`config.mk`:
```
export PLATFORM = sky130hd
export DESIGN_NAME = fpu_issue_ctrl
export DESIGN_NICKNAME = d
export VERILOG_FILES = /design/src/rtl/fpu_issue_ctrl.sv
export SDC_FILE = /design/constraint.sdc
export NUM_CORES = 1
export LEC_CHECK = 0
export BUFFER_PORTS_ARGS = -buffer_cell sky130_fd_sc_hd__buf_2
export CAP_MARGIN = 40
export CORE_AREA = 3 3 201 203
export DETAILED_ROUTE_END_ITERATION = 8
export DIE_AREA = 0 0 204 206
export PLACE_DENSITY = 0.49
export SYNTH_ARGS = -nofsm -noshare
export SYNTH_HDL_FRONTEND = slang
export SYNTH_SLANG_ARGS = --single-unit
```
`constraint.sdc`:
```
create_clock -name clk -period 3.04 [get_ports clk]
set_clock_uncertainty 0.2 [all_clocks]
set_input_delay 0.152 -clock clk [delete_from_list [all_inputs] [get_ports clk]]
set_output_delay 0.152 -clock clk [all_outputs]
set_load 0.02 [all_outputs]
```
`src/rtl/fpu_issue_ctrl.sv`:
```
// Round-robin issue controller sharing one fixed-latency FPU pipeline between NUM_REQ requesters.
// Results are routed back by a tag shift register aligned with the FPU issue strobe.
module fpu_issue_ctrl #(
   parameter int NUM_REQ      = 4,
   parameter int PIPE_LATENCY = 4
) (
   input  logic                     clk,
   input  logic                     rst_n,
   input  logic [NUM_REQ-1:0]       req_valid,
   output logic [NUM_REQ-1:0]       req_ready,
   input  logic [32*NUM_REQ-1:0]    req_operand_a,
   input  logic [32*NUM_REQ-1:0]    req_operand_b,
   input  logic [2*NUM_REQ-1:0]     req_operator,
   output logic                     fpu_valid,
   output logic [31:0]              fpu_operand_a,
   output logic [31:0]              fpu_operand_b,
   output logic [1:0]               fpu_operator,
   input  logic [31:0]              fpu_result,
   output logic [NUM_REQ-1:0]       resp_valid,
   input  logic [NUM_REQ-1:0]       resp_ready,
   output logic [32*NUM_REQ-1:0]    resp_result,
   output logic [NUM_REQ-1:0]       busy
);

   localparam int IDW = $clog2(NUM_REQ);

   logic [IDW-1:0]     ptr_q, ptr_d;
   logic [NUM_REQ-1:0] busy_q, busy_d;
   logic [NUM_REQ-1:0] resp_valid_q, resp_valid_d;
   logic               fpu_valid_q;
   logic [31:0]        fpu_a_q, fpu_b_q;
   logic [1:0]         fpu_op_q;
   logic [PIPE_LATENCY:0] tag_valid_q;
   logic [IDW-1:0]     tag_id_q [PIPE_LATENCY+1];
   logic [31:0]        slot_q [NUM_REQ];

   logic [31:0]        op_a [NUM_REQ];
   logic [31:0]        op_b [NUM_REQ];
   logic [1:0]         op_c [NUM_REQ];
   logic [NUM_REQ-1:0] elig, grant_vec, hs, cap_sel;
   logic               grant_any;
   logic [IDW-1:0]     grant_id;
   logic               cap_valid;
   logic [IDW-1:0]     cap_id;

   genvar gi;
   generate
      for (gi = 0; gi < NUM_REQ; gi++) begin : g_port
         assign op_a[gi] = req_operand_a[32*gi +: 32];
         assign op_b[gi] = req_operand_b[32*gi +: 32];
         assign op_c[gi] = req_operator[2*gi +: 2];
         assign resp_result[32*gi +: 32] = slot_q[gi];
         assign cap_sel[gi] = cap_valid && (cap_id == IDW'(gi));
      end
   endgenerate

   // Gating with rst_n keeps req_ready low while reset is held.
   assign elig = req_valid & ~busy_q & {NUM_REQ{rst_n}};

   always_comb begin
      logic [IDW:0] idx;
      idx       = '0;
      grant_any = 1'b0;
      grant_id  = '0;
      for (int off = 0; off < NUM_REQ; off++) begin
         idx = {1'b0, ptr_q} + (IDW+1)'(off);
         if (idx >= (IDW+1)'(NUM_REQ)) begin
            idx = idx - (IDW+1)'(NUM_REQ);
         end
         if (!grant_any && elig[idx[IDW-1:0]]) begin
            grant_any = 1'b1;
            grant_id  = idx[IDW-1:0];
         end
      end
   end

   always_comb begin
      grant_vec = '0;
      ptr_d     = ptr_q;
      if (grant_any) begin
         grant_vec = NUM_REQ'(1) << grant_id;
         ptr_d     = (grant_id == IDW'(NUM_REQ-1)) ? '0 : grant_id + IDW'(1);
      end
   end

   assign cap_valid    = tag_valid_q[PIPE_LATENCY];
   assign cap_id       = tag_id_q[PIPE_LATENCY];
   assign hs           = resp_valid_q & resp_ready;
   assign resp_valid_d = (resp_valid_q & ~hs) | cap_sel;
   assign busy_d       = (busy_q & ~hs) | grant_vec;

   always_ff @(posedge clk or negedge rst_n) begin
      if (!rst_n) begin
         ptr_q        <= '0;
         busy_q       <= '0;
         resp_valid_q <= '0;
         fpu_valid_q  <= 1'b0;
         fpu_a_q      <= '0;
         fpu_b_q      <= '0;
         fpu_op_q     <= '0;
         tag_valid_q  <= '0;
         for (int s = 0; s <= PIPE_LATENCY; s++) begin
            tag_id_q[s] <= '0;
         end
      end else begin
         ptr_q        <= ptr_d;
         busy_q       <= busy_d;
         resp_valid_q <= resp_valid_d;
         fpu_valid_q  <= grant_any;
         if (grant_any) begin
            fpu_a_q  <= op_a[grant_id];
            fpu_b_q  <= op_b[grant_id];
            fpu_op_q <= op_c[grant_id];
         end
         // Stage 0 is aligned with fpu_valid; the last stage lines up with fpu_result.
         tag_valid_q <= {tag_valid_q[PIPE_LATENCY-1:0], grant_any};
         tag_id_q[0] <= grant_id;
         for (int s = 1; s <= PIPE_LATENCY; s++) begin
            tag_id_q[s] <= tag_id_q[s-1];
         end
      end
   end

   always_ff @(posedge clk or negedge rst_n) begin
      if (!rst_n) begin
         for (int i = 0; i < NUM_REQ; i++) begin
            slot_q[i] <= '0;
         end
      end else begin
         for (int i = 0; i < NUM_REQ; i++) begin
            if (cap_sel[i]) begin
               slot_q[i] <= fpu_result;
            end
         end
      end
   end

   assign req_ready     = grant_vec;
   assign fpu_valid     = fpu_valid_q;
   assign fpu_operand_a = fpu_a_q;
   assign fpu_operand_b = fpu_b_q;
   assign fpu_operator  = fpu_op_q;
   assign resp_valid    = resp_valid_q;
   assign busy          = busy_q;

endmodule

```
==> metrics.md, run 1 <==
| Metric | Value |
|---|---|
| Gpl congestion | 0.866 |
| Final Slew Violations | 0 |
| HP Start | resp_ready[3] |
| RR Endpoint | fpu_operand_b[1] |
| DIE WIDTH | 204 um |
| CP peak stage delay | 0.59 ns |
| Sequential element share of the synthesized area | 51.5% |
| Maximum fanout along the worst path | 18 |
| Tmin final | 2.94 ns |
| Syn_nets | 1,105 |
| Die area | 42,000 um^2 |
| Post-Layout Cell Count | 2,158 |
| Commonest non-fill, non-tap cell in the layout | buf_2 |
| Layout area overhead | 67.2% |
| Core Util, Final | 46.0% |
| Register-to-Register Path Depth | 8 |
| DRC violations left | 0 |
| CTS root buf | clkbuf_16 |
| GR Layer Usage met3 | 5.39% |
| Most frequent cells in the layout | 511 x buf_2, 306 x dlygate4sd3_1, 219 x dfrtp_1, 131 x mux2_2, 114 x a211oi_2 |
| Slowest library cell on the worst path | dlygate4sd3_1 |
| Nature of the critical path startpoint | register |
| Worst VDD drop | 0.000517 V |
| Largest net degree at the start of global routing | 74 |
| Initial antenna violation count | 5 |
| Placed insts | 1,792 |
| Setup Crit Path Kind | register to register |
| Status | completed |
| Cells along the critical path | nand2b_2, nor3_1, o22ai_4, nand2_8, buf_4, mux2i_1, dlygate4sd3_1, a211oi_2 |
| Vias in the first global route | 10.8k |
| Post-synth top area share | 51.5% |
| Vias/cell | 4.68 |
| Nets@finish | 1,924 |
| RSZ-0062 raised after global routing | true |
| Top cell type by total area after synthesis | dfrtp_1 |
| Fillers | 3,527 |
| Synth top area cells | dfrtp_1 51%, mux2_2 14%, a211oi_2 13% |
| Arr. time, crit path | 3.16 ns |
| Avg Inst Size Synth | 13.3 um^2 |
| Unique masters post-synth | 39 |
| Hold EP | resp_valid[3] |
| Reg2reg start | busy[0] |
| Leak | 8.56 nW |
| GRT overflow | 0 |
| DRT Wirelength | 43.1 mm |
| Final setup viols | 0 |
| Port buffer count | 512 |
| Syn Inst Count | 798 |
| Worst Hold Path Cells | 3 |
| Routed len/inst | 20.0 um |
| Max-capacitance violation count | 0 |
| Drt initial violations | 441 |
| Final HPWL DP | 29.1 mm |
| Slew headroom | 51.5% |
| Drt first pass iters | 7 |
| Number of CTS-inserted buffers | 25 |
| ANT nets after route | 0 |
| Total power | 16.3 mW |
| #FFs+latches synth | 219 |
| Synth Warn # | 0 |
| CTS tree | yes |
| Vias | 10.1k |
| GRT Overall Usage | 19.5% |
| Ports | 513 |
| Max frequency | 0.340 GHz |
| Die Y | 206 um |
| Final Hold Fails | 0 |
| Grt peak-use layer | met2 |
| First-pass GRT wire length | 64.1 mm |
| Worst EP required | 3.26 ns |
| PwrDens | 914 nW/um^2 |
| Reg-to-reg slack, setup | 0.1 ns |
| Clk pin slew, worst setup/hold paths | 0.06 ns |
| GR Layer Usage met1 | 23.3% |
| M2 GR Usage | 33.5% |
| Max Buffers Root-to-Sink | 3 |
| CTS H-Tree Depth | 1 |
| Site Rows | 72 |
| CP Capture Type | register |
| Initial core utilization | 27.5% |
| CORE AREA | 38,600 um^2 |
| Post-Syn Area | 10,600 um^2 |
| Slew @ Worst Pin | 0.727 ns |
| Later-pin clock latency in the skew report | 0.54 ns |
| Final worst-path cycle share | 96.8% |
| Worst Hold Class | input port to register |
| Layout cells sized above 1 | 51.7% |
| CTS Sinks | 219 |
## layout make-up
| cell class | instances | area, um^2 | area share (%) |
|---|---|---|---|
| Tap cell | 518 | 648 | 3.64 |
| Antenna cell | 5 | 12.5 | 0.0703 |
| Inverter | 11 | 41.3 | 0.232 |
| Timing Repair Buffer | 852 | 6080 | 34.2 |
| Sequential cell | 219 | 5480 | 30.8 |
| Clock buffer | 36 | 707 | 3.97 |
| Multi-Input combinational cell | 508 | 4750 | 26.7 |
| Clock inverter | 9 | 76.3 | 0.429 |
## flip-flops by register name, indices dropped and copies added (netlist names)
register,cells
cap_id,2
tag_valid_q,5
fpu_operand_a,32
resp_valid,4
resp_result,128
ptr_q,2
tag_id_q,8
fpu_operator,2
fpu_operand_b,32
busy,4
## cells in the mapped netlist, drive strengths merged
| cell | instances |
|---|---|
| mux2i | 66 |
| clkbuf | 17 |
| o221ai | 2 |
| nor2b | 3 |
| and2 | 3 |
| buf | 45 |
| o21a | 1 |
| o22ai | 2 |
| a21oi | 1 |
| and3 | 64 |
| a211o | 1 |
| nand3 | 4 |
| nand2 | 7 |
| o21ai | 7 |
| nor3b | 2 |
| a21boi | 1 |
| inv | 11 |
| nand3b | 3 |
| nor3 | 1 |
| a21o | 6 |
| o32ai | 1 |
| dfrtp | 219 |
| nand2b | 5 |
| a211oi | 128 |
| mux2 | 131 |
| nor2 | 66 |
| ha | 1 |
## what timing repair did
item / CTS / global route
hold endpoints to repair: 337 / 0
gates cloned: 2 / 0
endpoints found under the setup margin: 1 / 23
resized for setup: 0 / 4
setup buffers: 0 / 1
hold buffers: 311 / 0
pin swaps: 1 / 1
## per-stage QoR
| step | setup TNS (ns) | hold slack (ns) | instance area, um^2 | worst slack, ns |
|---|---|---|---|---|
| finish | 0 | 0.145 | 17800 | 0.0979 |
| global route | -0.120 | 0.151 | 17800 | -0.0377 |
| CTS | 0 | 0.0826 | 17700 | 0.0615 |
| detailed placement | 0 | -0.184 | 13700 | 0.440 |
| global placement | 0 | -0.186 | 13700 | 0.510 |
| floorplan | 0 | -0.344 | 10600 | 0.627 |
## worst max-delay path, delay by kind of cell, from the launching register on
| family | cells | cell delay, ns |
|---|---|---|
| simple gates | 3 | 0.77 |
| buf+inv | 2 | 0.90 |
| compound gates | 2 | 0.30 |
| flops | 1 | 0.41 |
| mux | 1 | 0.23 |
## logic make-up after synthesis
group,synth area share [%]
buf+inv,4.61
mux,20.1
compound gates,15.9
fa+ha+maj,0.118
flops,51.5
simple gates,7.84
## per-layer routing
layer  vias up  share of wire, %
li1       4589                 -
met1      4974                40
met2       438                49
met3       102               7.5
met4         4               3.7
met5         -             0.049
## where the power goes
group          leakage, nW  switching, mW  internal (mW)
clock network        0.380           1.27           1.64
logic                 5.61           4.86           3.35
registers             2.57          0.764           4.37
total                 8.56           6.90           9.36
## how the worst max path moves through the flow
stage                 start           endpoint  slack (ns)  cells after the start
finish              busy[0]   fpu_operand_b[1]         0.1                      8
global placement    busy[2]  fpu_operand_a[16]        0.51                      7
global route        busy[0]   fpu_operand_b[2]       -0.04                      8
CTS                 busy[2]       req_ready[3]        0.06                      8
floorplan           busy[0]            busy[3]        0.63                      9
detailed placement  busy[2]   fpu_operand_a[9]        0.44                      7
(Power assumes the default switching activity.)
==> run 2, diff against run 1 <==
--- a/config.mk
+++ b/config.mk
@@ -11,6 +11,7 @@
 export DETAILED_ROUTE_END_ITERATION = 8
 export DIE_AREA = 0 0 204 206
 export PLACE_DENSITY = 0.49
+export RECOVER_POWER = 25
 export SYNTH_ARGS = -nofsm -noshare
 export SYNTH_HDL_FRONTEND = slang
 export SYNTH_SLANG_ARGS = --single-unit
==> run 2 against run 1 <==
Clock power about the same. Worst setup slack got worse by 0.0031 ns. Die area unchanged. Critical endpoint unchanged. Largest power group unchanged. Highest routed layer unchanged.
==> metrics.md, run 2 (synthesis results as in run 1) <==
| Metric | Value |
|---|---|
| CTS root buf | clkbuf_16 |
| Layout cells sized above 1 | 45.7% (-6.0 points) |
| Slew @ Worst Pin | 1.25 ns (+0.521 ns) |
| Routed len/inst | 20.0 um (+0.14%) |
| Final Hold Fails | 0 (unchanged) |
| DRC violations left | 0 (unchanged) |
| CORE AREA | 38,600 um^2 (unchanged) |
| Buffers & Inverters on Critical Path | 2 (unchanged) |
| CTS Sinks | 219 (unchanged) |
| CP Capture Type | register |
| Maximum fanout along the worst path | 18 (unchanged) |
| Port buffer count | 512 (unchanged) |
| Vias in the first global route | 10.8k (unchanged) |
| Vias | 10.2k (+0.57%) |
| Number of CTS-inserted buffers | 25 (unchanged) |
| Initial core utilization | 27.5% (unchanged) |
| Delay-heaviest family, CP | buffers and inverters |
| Drt first pass iters | 4 (-3) |
| GRT Overall Usage | 19.5% (unchanged) |
| Worst VDD drop | 0.000510 V (-1.3%) |
| Ports | 513 (unchanged) |
| Max Buffers Root-to-Sink | 3 (unchanged) |
| Layout area overhead | 65.7% |
| Post-Layout Cell Count | 2,158 (unchanged) |
| Nature of the critical path startpoint | register |
| Nets@finish | 1,924 (unchanged) |
| Slowest library cell on the worst path | dlygate4sd3_1 |
| Drt initial violations | 431 (-2.3%) |
| Max-capacitance violation count | 0 (unchanged) |
| Slew headroom | 16.8% (-35 points) |
| CTS H-Tree Depth | 1 (unchanged) |
| PwrDens | 912 nW/um^2 (-0.15%) |
| Placed insts | 1,792 (unchanged) |
| Final setup viols | 0 (unchanged) |
| Status | completed |
| Die Y | 206 um (unchanged) |
| Clk pin slew, worst setup/hold paths | 0.06 ns (about the same) |
| Setup TNS | 0 ns (unchanged) |
| CP peak stage delay | 0.59 ns (about the same) |
| Cells along the critical path | nand2b_2, nor3_1, o22ai_4, nand2_8, buf_4, mux2i_1, dlygate4sd3_1, a211oi_2 |
| RSZ-0062 raised after global routing | true |
| Later-pin clock latency in the skew report | 0.54 ns (about the same) |
| Vias/cell | 4.71 (+0.57%) |
| Gpl congestion | 0.866 (unchanged) |
| Max frequency | 0.340 GHz (-0.11%) |
| Max reg flops | 128 (unchanged) |
| Largest net degree at the start of global routing | 74 (unchanged) |
| CTS tree | yes |
| Leak | 8.28 nW (-3.3%) |
| Tmin final | 2.95 ns (+0.00315 ns) |
| Most frequent cells in the layout | 416 x buf_2, 306 x dlygate4sd3_1, 219 x dfrtp_1, 131 x mux2_2, 114 x a211oi_2 |
| Initial antenna violation count | 5 (unchanged) |
| Commonest non-fill, non-tap cell in the layout | buf_2 |
| Final HPWL DP | 29.1 mm (unchanged) |
| Worst Hold Class | register to register |
| Core Util, Final | 45.6% (-0.42 points) |
| Total power | 16.1 mW (-1.1%) |
| DRT Wirelength | 43.2 mm (+0.14%) |
| Setup Crit Path Kind | register to register |
| Final worst-path cycle share | 96.9% (+0.10 points) |
| First-pass GRT wire length | 64.1 mm (unchanged) |
| Die area | 42,000 um^2 (unchanged) |
| Final Slew Violations | 0 (unchanged) |
| Reg-to-reg slack, setup | 0.09 ns (about the same) |
| GRT overflow | 0 (unchanged) |
| ANT nets after route | 0 (unchanged) |
| Arr. time, crit path | 3.16 ns (about the same) |
| Site Rows | 72 (unchanged) |
| Worst EP required | 3.26 ns (about the same) |
| DIE WIDTH | 204 um (unchanged) |
## run 2: cell count changes in the layout (fill, tap and decap cells not counted), sizes merged
cell	delta
buf	-98
clkbuf	+98
## run 2: timing repair
action / in CTS / in global routing
buffers inserted: 0 / 1
cloned: 2 / 0
endpoints found under the hold margin: 337 / 0
gates resized for setup: 0 / 4
hold buffers: 311 / 0
setup endpoints to repair: 1 / 23
pin swaps: 1 / 1
## run 2: through the flow
step	area (um^2)	worst slack, ns	hold slack, ns
2_1_floorplan	10600	0.627	-0.344
3_3_place_gp	13700	0.510	-0.186
3_5_place_dp	13700	0.440	-0.184
4_1_cts	17700	0.0615	0.0826
5_1_grt	17600	-0.0377	0.151
6_report	17600	0.0947	0.146
## run 2: path summary, 6_finish.rpt
kind | from | endpoint | cells past startpoint
setup / recovery | busy[0] | fpu_operand_b[1] | 8
hold / removal | tag_id_q[3] | cap_id[1] | 0
setup reg to reg | busy[0] | fpu_operand_b[1] | 8
hold reg to reg | tag_id_q[3] | cap_id[1] | 0
max in group asynchronous | rst_n | resp_result[5] | 10
min in group asynchronous | rst_n | fpu_operand_b[0] | 8
## run 2: power breakdown
group	internal [mW]	total [mW]	switching [mW]	leakage [nW]
sequential	4.37	5.16	0.786	2.57
clock	1.64	2.91	1.27	0.380
combinational	3.16	8.02	4.86	5.33
## run 2: final cells by class
cell class	instances	area (um^2)
Inverter	11	41.3
Antenna cell	5	12.5
Sequential cell	219	5480
Timing Repair Buffer	852	5930
Multi-Input combinational cell	508	4740
Fill cell	3589	21000
Clock inverter	9	76.3
Tap cell	518	648
Clock buffer	36	707
## run 2: routing by layer
metal | part of all wire, % | up-vias | track usage, %
li1 | - | 4586 | -
met3 | 7.6 | 101 | 5.39
met4 | 3.7 | 4 | 7.57
met2 | 49 | 470 | 33.5
met1 | 39 | 5004 | 23.3
met5 | 0.049 | - | 0
==> run 3, diff against run 2 <==
--- a/config.mk
+++ b/config.mk
@@ -10,8 +10,9 @@
 export CORE_AREA = 3 3 201 203
 export DETAILED_ROUTE_END_ITERATION = 8
 export DIE_AREA = 0 0 204 206
-export PLACE_DENSITY = 0.49
+export PLACE_DENSITY_LB_ADDON = 0.05
 export RECOVER_POWER = 25
 export SYNTH_ARGS = -nofsm -noshare
 export SYNTH_HDL_FRONTEND = slang
 export SYNTH_SLANG_ARGS = --single-unit
+export TNS_END_PERCENT = 10
==> run 3 against run 2 <==
Die area did not move. Design area is essentially flat. Fmax is 1.0% higher. Clock power up 19%. Sequential share of layout area barely moved. Global-route usage increased by 0.62 points. Via count fell by 2.7%. Critical path depth is 2 lower. Wire length up 2.9%.
==> metrics.md, run 3 (synthesis results as in run 1) <==
| Metric | Value |
|---|---|
| WHS | 0.0771 ns (-0.0686 ns) |
| Port buffer count | 512 (unchanged) |
| Combinational share of power | 48.1% (-1.8 points) |
| Initial core utilization | 27.5% (unchanged) |
| DRT Wirelength | 44.4 mm (+2.9%) |
| Nature of the critical path startpoint | register |
| Final Hold Fails | 0 (unchanged) |
| Internal power | 9.59 mW (+4.6%) |
| Register-to-Register Path Depth | 8 (unchanged) |
| Commonest non-fill, non-tap cell in the layout | buf_2 |
| Layout area overhead | 65.6% (about the same) |
| Slew headroom | 28.6% (+12 points) |
| Cells along the critical path | nand2b_1, a21boi_1, a21o_4, and2_4, and2_1, buf_2 |
| Ports | 513 (unchanged) |
| Final worst-path cycle share | 95.9% (-0.98 points) |
| Arr. time, crit path | 2.56 ns (-0.60 ns) |
| Drt first pass iters | 4 (unchanged) |
| Worst Hold Path Cells | 5 (+5) |
| Tmin final | 2.92 ns (-0.0298 ns) |
| Total power | 16.5 mW (+2.8%) |
| Setup Crit Path Kind | register to output pin |
| Final Slew Violations | 0 (unchanged) |
| RSZ-0062 raised after global routing | true |
| Placed insts | 1,788 (-0.22%) |
| Net Sw Frac | 42.0% (-1.0 points) |
| PwrDens | 938 nW/um^2 (+2.9%) |
| Nets@finish | 1,910 (-0.73%) |
| Worst EP required | 2.69 ns (-0.57 ns) |
| Clk pin slew, worst setup/hold paths | 0.06 ns (about the same) |
| Leak | 8.28 nW (about the same) |
| Final setup viols | 0 (unchanged) |
| Pre-CTS WS | 0.377 ns (-0.0624 ns) |
| Die Y | 206 um (unchanged) |
| CP Capture Type | output pin |
| Post-Layout Cell Count | 2,149 (-0.42%) |
| DRC violations left | 0 (unchanged) |
| Max frequency | 0.343 GHz (+1.0%) |
| Drt initial violations | 378 (-12%) |
| Worst Hold Class | input port to register |
| Max reg flops | 128 (unchanged) |
| Status | completed |
| Final HPWL DP | 30.9 mm (+5.9%) |
| Later-pin clock latency in the skew report | 0.54 ns (about the same) |
| Sw Pwr | 6.94 mW (+0.37%) |
| Vias | 9,893 (-2.7%) |
| CTS tree | yes |
| Max Buffers Root-to-Sink | 3 (unchanged) |
| Slew @ Worst Pin | 1.07 ns (-0.176 ns) |
| Power share of the clock group | 20.8% (+2.7 points) |
| Reg-to-reg slack, setup | 0.14 ns (+0.05 ns) |
| Largest net degree at the start of global routing | 170 (+130%) |
| Slowest library cell on the worst path | and2_4 |
| Routed len/inst | 20.7 um (+3.3%) |
| Site Rows | 72 (unchanged) |
| Vias/cell | 4.60 (-2.3%) |
| Die area | 42,000 um^2 (unchanged) |
| Gpl congestion | 0.794 (-8.3%) |
| Most frequent cells in the layout | 414 x buf_2, 300 x dlygate4sd3_1, 219 x dfrtp_1, 131 x mux2_2, 114 x a211oi_2 |
| Max-capacitance violation count | 0 (unchanged) |
| Layout cells sized above 1 | 45.9% (+0.19 points) |
| Number of CTS-inserted buffers | 27 (+8.0%) |
| CTS root buf | clkbuf_16 |
| DIE WIDTH | 204 um (unchanged) |
| Part of the power in registers | 31.1% (-1.0 points) |
| CORE AREA | 38,600 um^2 (unchanged) |
| CP peak stage delay | 0.43 ns (-0.16 ns) |
| Worst VDD drop | 0.000400 V (-22%) |
| CTS H-Tree Depth | 1 (unchanged) |
| Core Util, Final | 45.6% (about the same) |
| Final WS setup | 0.125 ns (+0.0298 ns) |
| GRT overflow | 0 (unchanged) |
| ANT nets after route | 0 (unchanged) |
| Vias in the first global route | 10.8k (+0.74%) |
| Initial antenna violation count | 8 (+3) |
| Maximum fanout along the worst path | 21 (+3) |
| CTS Sinks | 219 (unchanged) |
| First-pass GRT wire length | 65.8 mm (+2.7%) |
| GRT Overall Usage | 20.1% (+0.62 points) |
run 3: cell count changes in the layout (fill, tap and decap cells not counted), moves of 3 or more:
| cell | change |
|---|---|
| dlygate4sd3_1 | -6 |
| clkbuf_8 | +3 |
| buf_4 | -5 |
| clkinv_2 | +3 |
| bufinv_16 | +4 |
run 3: path summary, 6_finish.rpt:
path / end / start
max: req_ready[0] / busy[2]
min: tag_id_q[9] / req_valid[0]
max reg2reg: fpu_operand_b[23] / busy[2]
min reg2reg: tag_id_q[2] / tag_id_q[4]
max in group asynchronous: fpu_operand_a[5] / rst_n
min in group asynchronous: busy[1] / rst_n
run 3: power groups by stage:
stage | Sequential (mW) | Clock, mW | Combinational [mW]
finish | 5.14 | 3.45 | 7.95
global route | 5.34 | 3.68 | 8.50
CTS | 5.12 | 3.57 | 8.24
detailed placement | 5.15 | 0 | 7.82
global placement | 5.12 | 0 | 7.79
floorplan | 6.82 | 0 | 3.28
run 3: critical path: cells and delay by family, from the launching register on:
family	cells	cell delay, ns
flip-flops	1	0.40
AO/OA/AOI/OAI	2	0.56
AND/OR/NAND/NOR	3	0.88
buffers and inverters	1	0.18
run 3: routing by layer:
layer	track usage [%]	up-vias	wire [um]
met4	7.32	4	1730
li1	-	4561	-
met1	24.6	4846	17900
met2	34.8	380	21900
met5	0	-	16
met3	4.65	102	2850
run 3: what timing repair did:
action                                 CTS  global route
resized for setup                        0             4
setup endpoints to repair                0            28
setup buffers                            0             0
endpoints found under the hold margin  422             0
hold buffers                           304             0
run 3: cell type report:
cell class / count / area, um^2
Timing Repair Buffer: 838 / 5760
Tap cell: 518 / 648
Clock inverter: 12 / 168
Antenna cell: 7 / 17.5
Sequential cell: 219 / 5480
Multi-Input combinational cell: 506 / 4730
Fill cell: 3670 / 21000
Inverter: 11 / 41.3
Clock buffer: 38 / 787
run 3: stage by stage:
stage          area (um^2)  TNS [ns]
2_1_floorplan        10600         0
3_3_place_gp         13700         0
3_5_place_dp         13700         0
4_1_cts              17700         0
5_1_grt              17600   -0.0148
6_report             17600         0
